==> src/rtl/spi_flash_init_seq.sv <==
// SPI NOR flash power-up sequencer: soft reset (0x66/0x99), settle wait, optional
// quad-enable status write, then RDSR polling until WIP clears. Drives a byte-level
// SPI engine through a valid/ready command channel and an rx_valid completion pulse.
module spi_flash_init_seq #(
  parameter int unsigned RST_WAIT_CYCLES = 1000,
  parameter bit          ENABLE_QE       = 1'b1,
  parameter int unsigned MAX_POLLS       = 255
) (
  input  logic       clk,
  input  logic       rst_n,
  output logic       cmd_valid,
  input  logic       cmd_ready,
  output logic [7:0] cmd_byte,
  output logic       cmd_last,
  input  logic       rx_valid,
  input  logic [7:0] rx_byte,
  output logic       init_done,
  output logic       init_err,
  output logic       busy
);

  typedef enum logic [3:0] {
    StRsten, StRst, StRwait, StWren, StWrsr0, StWrsr1, StPollCmd, StPollRd, StDone, StErr
  } state_e;

  typedef enum logic {PhIssue, PhWaitRx} phase_e;

  localparam int unsigned WaitW = (RST_WAIT_CYCLES > 1) ? $clog2(RST_WAIT_CYCLES) : 1;
  localparam logic [WaitW-1:0] WaitLast =
      WaitW'((RST_WAIT_CYCLES > 0) ? RST_WAIT_CYCLES - 1 : 0);
  localparam int unsigned PollW = (MAX_POLLS > 0) ? $clog2(MAX_POLLS + 1) : 1;
  localparam logic [PollW-1:0] PollLast = PollW'((MAX_POLLS > 0) ? MAX_POLLS - 1 : 0);

  state_e            state_q, state_d;
  phase_e            phase_q, phase_d;
  logic [WaitW-1:0]  wait_cnt_q, wait_cnt_d;
  logic [PollW-1:0]  poll_cnt_q, poll_cnt_d;
  logic              cmd_valid_q, cmd_valid_d;
  logic [7:0]        cmd_byte_q, cmd_byte_d;
  logic              cmd_last_q, cmd_last_d;
  logic              issue_d;

  // Only the WIP bit of the status byte matters.
  logic unused_rx_bits;
  assign unused_rx_bits = ^rx_byte[7:1];

  function automatic logic [7:0] byte_of(state_e s);
    case (s)
      StRsten:   byte_of = 8'h66;
      StRst:     byte_of = 8'h99;
      StWren:    byte_of = 8'h06;
      StWrsr0:   byte_of = 8'h01;
      StWrsr1:   byte_of = 8'h40;
      StPollCmd: byte_of = 8'h05;
      default:   byte_of = 8'h00;
    endcase
  endfunction

  // cmd_last marks the final byte of each CS-framed command.
  function automatic logic last_of(state_e s);
    case (s)
      StWrsr0, StPollCmd: last_of = 1'b0;
      default:            last_of = 1'b1;
    endcase
  endfunction

  // Where to go once the settle wait is over (or skipped).
  function automatic state_e after_wait();
    after_wait = ENABLE_QE ? StWren : StDone;
  endfunction

  // Next-state logic plus the registered-output next values.
  always_comb begin
    state_d    = state_q;
    phase_d    = phase_q;
    wait_cnt_d = wait_cnt_q;
    poll_cnt_d = poll_cnt_q;

    unique case (state_q)
      StRwait: begin
        if (wait_cnt_q == WaitLast) begin
          state_d    = after_wait();
          phase_d    = PhIssue;
          wait_cnt_d = '0;
        end else begin
          wait_cnt_d = wait_cnt_q + 1'b1;
        end
      end
      StDone, StErr: ;
      default: begin
        if (phase_q == PhIssue) begin
          // cmd_valid_q is low only in the first cycle after reset release.
          if (cmd_valid_q && cmd_ready) phase_d = PhWaitRx;
        end else if (rx_valid) begin
          phase_d = PhIssue;
          case (state_q)
            StRsten:   state_d = StRst;
            StRst:     state_d = (RST_WAIT_CYCLES == 0) ? after_wait() : StRwait;
            StWren:    state_d = StWrsr0;
            StWrsr0:   state_d = StWrsr1;
            StWrsr1:   state_d = StPollCmd;
            StPollCmd: state_d = StPollRd;
            StPollRd: begin
              if (!rx_byte[0]) begin
                state_d = StDone;
              end else if (poll_cnt_q == PollLast) begin
                state_d = StErr;
              end else begin
                poll_cnt_d = poll_cnt_q + 1'b1;
                state_d    = StPollCmd;
              end
            end
            default: state_d = state_q;
          endcase
        end
      end
    endcase

    issue_d     = (phase_d == PhIssue) &&
                  !(state_d inside {StRwait, StDone, StErr});
    cmd_valid_d = issue_d;
    cmd_byte_d  = issue_d ? byte_of(state_d) : 8'h00;
    cmd_last_d  = issue_d ? last_of(state_d) : 1'b0;
  end

  // State, counters and command outputs; reset aborts any byte or wait in flight.
  always_ff @(posedge clk or negedge rst_n) begin
    if (!rst_n) begin
      state_q     <= StRsten;
      phase_q     <= PhIssue;
      wait_cnt_q  <= '0;
      poll_cnt_q  <= '0;
      cmd_valid_q <= 1'b0;
      cmd_byte_q  <= 8'h00;
      cmd_last_q  <= 1'b0;
    end else begin
      state_q     <= state_d;
      phase_q     <= phase_d;
      wait_cnt_q  <= wait_cnt_d;
      poll_cnt_q  <= poll_cnt_d;
      cmd_valid_q <= cmd_valid_d;
      cmd_byte_q  <= cmd_byte_d;
      cmd_last_q  <= cmd_last_d;
    end
  end

  assign cmd_valid = cmd_valid_q;
  assign cmd_byte  = cmd_byte_q;
  assign cmd_last  = cmd_last_q;
  assign init_done = (state_q == StDone);
  assign init_err  = (state_q == StErr);
  assign busy      = !(state_q inside {StDone, StErr});

endmodule

==> config.mk <==
export PLATFORM = sky130hd
export DESIGN_NAME = spi_flash_init_seq
export DESIGN_NICKNAME = d
export VERILOG_FILES = /design/src/rtl/spi_flash_init_seq.sv
export SDC_FILE = /design/constraint.sdc
export NUM_CORES = 1
export LEC_CHECK = 0
export CAP_MARGIN = 20
export CORE_UTILIZATION = 53
export DETAILED_ROUTE_END_ITERATION = 6
export GPL_ROUTABILITY_DRIVEN = 0
export PLACE_DENSITY_LB_ADDON = 0.15
export SLEW_MARGIN = 20
export SYNTH_ARGS = -nofsm -noshare
export SYNTH_HDL_FRONTEND = slang
export SYNTH_SLANG_ARGS = --single-unit
==> constraint.sdc <==
create_clock -name clk -period 2.9 [get_ports clk]
set_clock_uncertainty 0.2 [all_clocks]
set_input_delay 0.29 -clock clk [delete_from_list [all_inputs] [get_ports clk]]
set_output_delay 0.29 -clock clk [all_outputs]
set_load 0.02 [all_outputs]
==> impl_metrics.json, run 1 <==
{
  "ys_seq_area_frac": 0.472,
  "via_count": 1282,
  "hold_class": "in -> async",
  "drv_cap": 0,
  "avgSynthCellArea_sq_um": 10.1,
  "drt-total-wl_mm": 3.15,
  "start_util": 0.576,
  "layout_commonest_cell": "dfrtp_1",
  "synth_edf_count": 0,
  "antennaDiodeCount": 0,
  "status": "finished with violations",
  "firstDrtPassIters": 6,
  "die_w_um": 57.7,
  "layout.cells.non_filler": 213,
  "whs_ns": 0.143,
  "cts_setup_buffers": 0,
  "fin_nets": 196,
  "syn_to_final_growth_pct": 16.7,
  "async_flop_share": 1.00,
  "core_area_sq_mm": 0.00285,
  "hold_buffers": 0,
  "syn_nets": 177,
  "ios": 25,
  "leakage_nw": 0.840,
  "drc_errors": 2,
  "placed_cells_incl_taps": 205,
  "antenna_found_initial": 0,
  "io_buffers": 17,
  "slew_violations": 0,
  "clockBufferDepth": 2,
  "placementRows": 19,
  "antenna_left": 0,
  "finish.instance_area_sq_mm": 0.00192,
  "dpl-instance-area_sq_mm": 0.00183,
  "routedWlPerCell_um": 14.8,
  "clk_pin_slew_ns": 0.10,
  "ys_seq_elements": 31,
  "slew_headroom": 0.370,
  "avgViaCountPerCell": 6.02,
  "crit_type": "reg -> out",
  "first_global_vias": 1219,
  "insertion_delay_ns": 0.32,
  "fin_crit_sh": 0.932,
  "post_cts_resized": 0,
  "synthTopCellsByArea": "dfrtp_1 47%, xnor2_1 5.9%, nand4_1 3.8%, nor2_1 3.4%, xor2_1 3.2%",
  "max_freq_ghz": 0.370,
  "synth_ff_type": "dfrtp_1",
  "cts_num_sinks": 31,
  "yosysUniqueCellTypes": 49,
  "synth_top_cell_area_share": 0.472,
  "drtIter0Drc": 24,
  "final-hold-violation-count": 0,
  "finalSetupViolations": 0,
  "grt_pass1_wl_mm": 5.48,
  "fin_setup_tns_ns": 0,
  "synth_cells": 162,
  "grt_overflow": 0,
  "r2r_setup_slack_ns": 0.41,
  "end_kind": "output port",
  "root_buffer": "clkbuf_4",
  "final_cell_mix": "31 x dfrtp_1, 17 x clkdlybuf4s50_1, 15 x nor2_1",
  "rsz0062_at_grt": "false",
  "yosysTopAreaCell": "dfrtp_1",
  "synth_warnings": 0,
  "cts_max_level": 2,
  "grtUsageTotal": 0.224,
  "die_area_sq_mm": 0.00333,
  "drive_above_1_share": 0.110,
  "cts_buffers": 5,
  "die_h_um": 57.7,
  "grt_max_degree": 32,
  "cp.arrival_ns": 2.21,
  "regArea_sq_um": 776,
  "crit_fanout": 9,
  "powerDensity_mw_per_mm2": 958,
  "violations": "DRC",
  "hpwl_mm": 2.26,
  "worstMarginPinSlew_ns": 0.938,
  "peakVddDrop_uv": 553,
  "synth_area_sq_mm": 0.00164,
  "start_kind": "register",
  "fill_cells": 222,
  "cts_tree": "done",
  "cp_data_required_time_ns": 2.41,
  "period_minus_slack_ns": 2.70,
  "multiInputGateArea_sq_um": 798
}
[through the flow]
| stage | worst slack, ns | power, W | util |
|---|---|---|---|
| 4_1_cts | 0.182 | 0.00185 | 0.672 |
| 5_1_grt | 0.0652 | 0.00198 | 0.672 |
| 3_3_place_gp | 0.443 | 0.00145 | 0.642 |
| 2_1_floorplan | 0.535 | 0.00127 | - |
| 3_5_place_dp | 0.389 | 0.00149 | 0.642 |
| 6_report | 0.196 | 0.00184 | 0.672 |
[synth_stat cells, drive strengths merged, types with 2 or more instances]
| cell type | number |
|---|---|
| nand3b | 2 |
| xor2 | 6 |
| or3 | 2 |
| a211oi | 3 |
| clkbuf | 5 |
| nand4 | 10 |
| o21ai | 5 |
| nor3 | 3 |
| xnor2 | 11 |
| nor4b | 3 |
| dfrtp | 31 |
| ha | 3 |
| and3 | 5 |
| inv | 5 |
| a21oi | 3 |
| buf | 4 |
| or3b | 2 |
| and4 | 2 |
| nand3 | 4 |
| nand2 | 12 |
| nor2 | 15 |
| nor4 | 4 |
[where the power goes]
part	switching [W]	internal (W)	total, W
combinational	0.000426	0.000353	0.000779
sequential	0.000147	0.000558	0.000705
clock	0.000150	0.000204	0.000354
[cell type report]
| type | instances | share of cell area |
|---|---|---|
| inverters | 5 | 0.00978 |
| clock inverters | 2 | 0.0183 |
| flip-flops and latches | 31 | 0.404 |
| well taps | 31 | 0.0202 |
| clock buffers | 6 | 0.0267 |
| repair buffers | 21 | 0.104 |
| multi-input cells | 117 | 0.416 |
[layer usage]
metal	track usage	routed length, um	vias to the layer above
li1	-	-	624
met3	0.0714	111	7
met2	0.354	1510	22
met4	0.109	74	0
met1	0.281	1450	629
met5	0	0	-
[cell families after synthesis]
family                   count (synthesis)  synth area share
AO/OA/AOI/OAI                           22            0.0982
AND/OR/NAND/NOR                         74             0.268
flip-flops                              31             0.472
buffers and inverters                   14            0.0426
multiplexers                             1           0.00609
XOR/XNOR                                17            0.0906
adder cells (fa/ha/maj)                  3            0.0228
[flip-flops by register name, summed over array words and instances (netlist names)]
name / count
cmd_byte: 6
cmd_last: 1
state_q: 4
phase_q: 1
cmd_valid: 1
poll_cnt_q: 8
wait_cnt_q: 10
[worst max-delay path, stage by stage, from the launching register on]
cell and delay (ns):
dfrtp_1 0.48, or3b_2 0.53, nor2_1 0.22, clkdlybuf4s50_1 0.65
[path summary, 6_finish.rpt]
check,depth (start not counted),end,from
worst max-delay path,3,init_err,state_q[2]$_DFF_PN0_
worst min-delay path,2,wait_cnt_q[2]$_DFFE_PN0P_,rst_n
worst max register to register,7,poll_cnt_q[7]$_DFFE_PN0P_,poll_cnt_q[0]$_DFFE_PN0P_
worst min register to register,1,wait_cnt_q[4]$_DFFE_PN0P_,wait_cnt_q[4]$_DFFE_PN0P_
max in group asynchronous,2,poll_cnt_q[7]$_DFFE_PN0P_,rst_n
min in group clk,1,wait_cnt_q[4]$_DFFE_PN0P_,wait_cnt_q[4]$_DFFE_PN0P_
Power figures use the tool's default switching activity.
==> inputs of run 2 (changes only) <==
CELL_PAD_IN_SITES_DETAIL_PLACEMENT = 1   (was unset)
CELL_PAD_IN_SITES_GLOBAL_PLACEMENT = 2   (was unset)
CORE_UTILIZATION = 34   (was 53)
==> run 2 against run 1 <==
Combinational power about the same; global-route usage fell by 5.8 points; critical path depth unchanged; the flow now finishes without violations; via count is 2.0% lower; critical path type unchanged; sequential power hardly changed; cell count grew 9.9%; die area grew 54%.
==> impl_metrics.json, run 2 (synthesis gave the netlist of run 1 again) <==
{
  "placementRows": 24,
  "cp_data_required_time_ns": 2.41,
  "grt_overflow": 0,
  "layout_commonest_cell": "dfrtp_1",
  "hold_buffers": 0,
  "routedWlPerCell_um": 15.3,
  "cp_slowest_cell": "clkdlybuf4s50_1",
  "clk_pin_slew_ns": 0.07,
  "crit_family": "simple AND/OR/NAND/NOR gates",
  "largest_register_ffs": 10,
  "fin_crit_sh": 0.944,
  "placed_cells_incl_taps": 226,
  "cts_tree": "done",
  "start_util": 0.365,
  "slowest_delay_ns": 0.67,
  "status": "finished, final reports clean",
  "final-hold-violation-count": 0,
  "post_cts_resized": 0,
  "cts_max_level": 2,
  "clockBufferDepth": 2,
  "die_w_um": 71.5,
  "multiInputGateArea_sq_um": 798,
  "drive_above_1_share": 0.104,
  "powerDensity_mw_per_mm2": 950,
  "leakage_nw": 0.843,
  "regArea_sq_um": 776,
  "cp.arrival_ns": 2.25,
  "max_freq_ghz": 0.365,
  "insertion_delay_ns": 0.28,
  "grt_max_degree": 32,
  "fin_setup_tns_ns": 0,
  "antennaDiodeCount": 0,
  "cts_setup_buffers": 0,
  "crit_type": "reg -> out",
  "slew_headroom": 0.362,
  "finalSetupViolations": 0,
  "cts_buffers": 5,
  "hpwl_mm": 2.63,
  "path_cells": "or3b_2 > nor2_1 > clkdlybuf4s50_1",
  "antenna_left": 0,
  "cts_num_sinks": 31,
  "drtIter0Drc": 88,
  "top_register": "wait_cnt_q",
  "finalWorstSetupSlack_ns": 0.161,
  "grt_pass1_wl_mm": 6.40,
  "ios": 25,
  "antenna_found_initial": 0,
  "grtUsageTotal": 0.166,
  "die_h_um": 71.5,
  "crit_fanout": 9,
  "fill_cells": 521,
  "first_global_vias": 1327,
  "firstDrtPassIters": 4,
  "drc_errors": 0,
  "start_kind": "register",
  "die_area_sq_mm": 0.00512,
  "rsz0062_at_grt": "false",
  "avgViaCountPerCell": 5.37,
  "syn_to_final_growth_pct": 19.1,
  "path_buf_inv": 1,
  "layout.cells.non_filler": 234,
  "fin_nets": 196,
  "root_buffer": "clkbuf_8",
  "slew_violations": 0,
  "core_area_sq_mm": 0.00450,
  "via_count": 1256,
  "end_kind": "output port",
  "drv_cap": 0,
  "hold_class": "in -> async",
  "worstMarginPinSlew_ns": 0.950,
  "io_buffers": 17,
  "final_cell_mix": "31 x dfrtp_1, 17 x clkdlybuf4s50_1, 15 x nor2_1",
  "drt-total-wl_mm": 3.59,
  "dp_slack_ns": 0.340,
  "period_minus_slack_ns": 2.74,
  "peakVddDrop_uv": 435
}
-- run 2: area by class of cell --
class | count | share of cell area
clock buffers | 8 | 0.0511
inverters | 5 | 0.00958
multi-input cells | 117 | 0.408
flip-flops and latches | 31 | 0.396
well taps | 52 | 0.0332
repair buffers | 21 | 0.102
-- run 2: worst paths after layout --
check | start | endpoint | slack [ns] | cells past startpoint
worst max-delay path | state_q[2]$_DFF_PN0_ | init_err | 0.16 | 3
worst min-delay path | rst_n | state_q[1]$_DFF_PN0_ | 0.21 | 2
worst max register to register | poll_cnt_q[0]$_DFFE_PN0P_ | poll_cnt_q[5]$_DFFE_PN0P_ | 0.39 | 7
worst min register to register | wait_cnt_q[4]$_DFFE_PN0P_ | wait_cnt_q[4]$_DFFE_PN0P_ | 0.29 | 1
max in group asynchronous | rst_n | phase_q$_DFF_PN0_ | 1.99 | 2
min in group clk | wait_cnt_q[4]$_DFFE_PN0P_ | wait_cnt_q[4]$_DFFE_PN0P_ | 0.29 | 1
-- run 2: stage by stage --
step,utilization,total power (W),hold WS [ns],cell area [sq um]
after floorplan,-,0.00127,-0.206,1640
after global placement,0.413,0.00148,0.279,1860
after detailed placement,0.413,0.00150,0.280,1860
after CTS,0.435,0.00189,0.221,1960
after global routing,0.435,0.00202,0.259,1960
final,0.435,0.00186,0.214,1960
-- run 2: where the power goes --
part	total (W)	leakage (nW)	internal (W)	switching [W]
Combinational	0.000782	0.388	0.000354	0.000428
Sequential	0.000705	0.403	0.000559	0.000146
Clock	0.000374	0.0515	0.000216	0.000157
Total	0.00186	0.843	0.00113	0.000731
-- run 2: metal layers --
| layer | routed length (um) | GRT usage | up-vias | part of all wire |
|---|---|---|---|---|
| li1 | - | - | 619 | - |
| met1 | 1690 | 0.216 | 616 | 0.47 |
| met2 | 1710 | 0.257 | 14 | 0.48 |
| met3 | 88 | 0.0422 | 7 | 0.025 |
| met4 | 101 | 0.0850 | 0 | 0.028 |
| met5 | 0 | 0 | - | 0 |
==> inputs of run 3 (changes only) <==
SLEW_MARGIN = 25   (was 20)
==> results of run 3 <==
The final DEF is identical to that of run 2; final timing and power are the same.
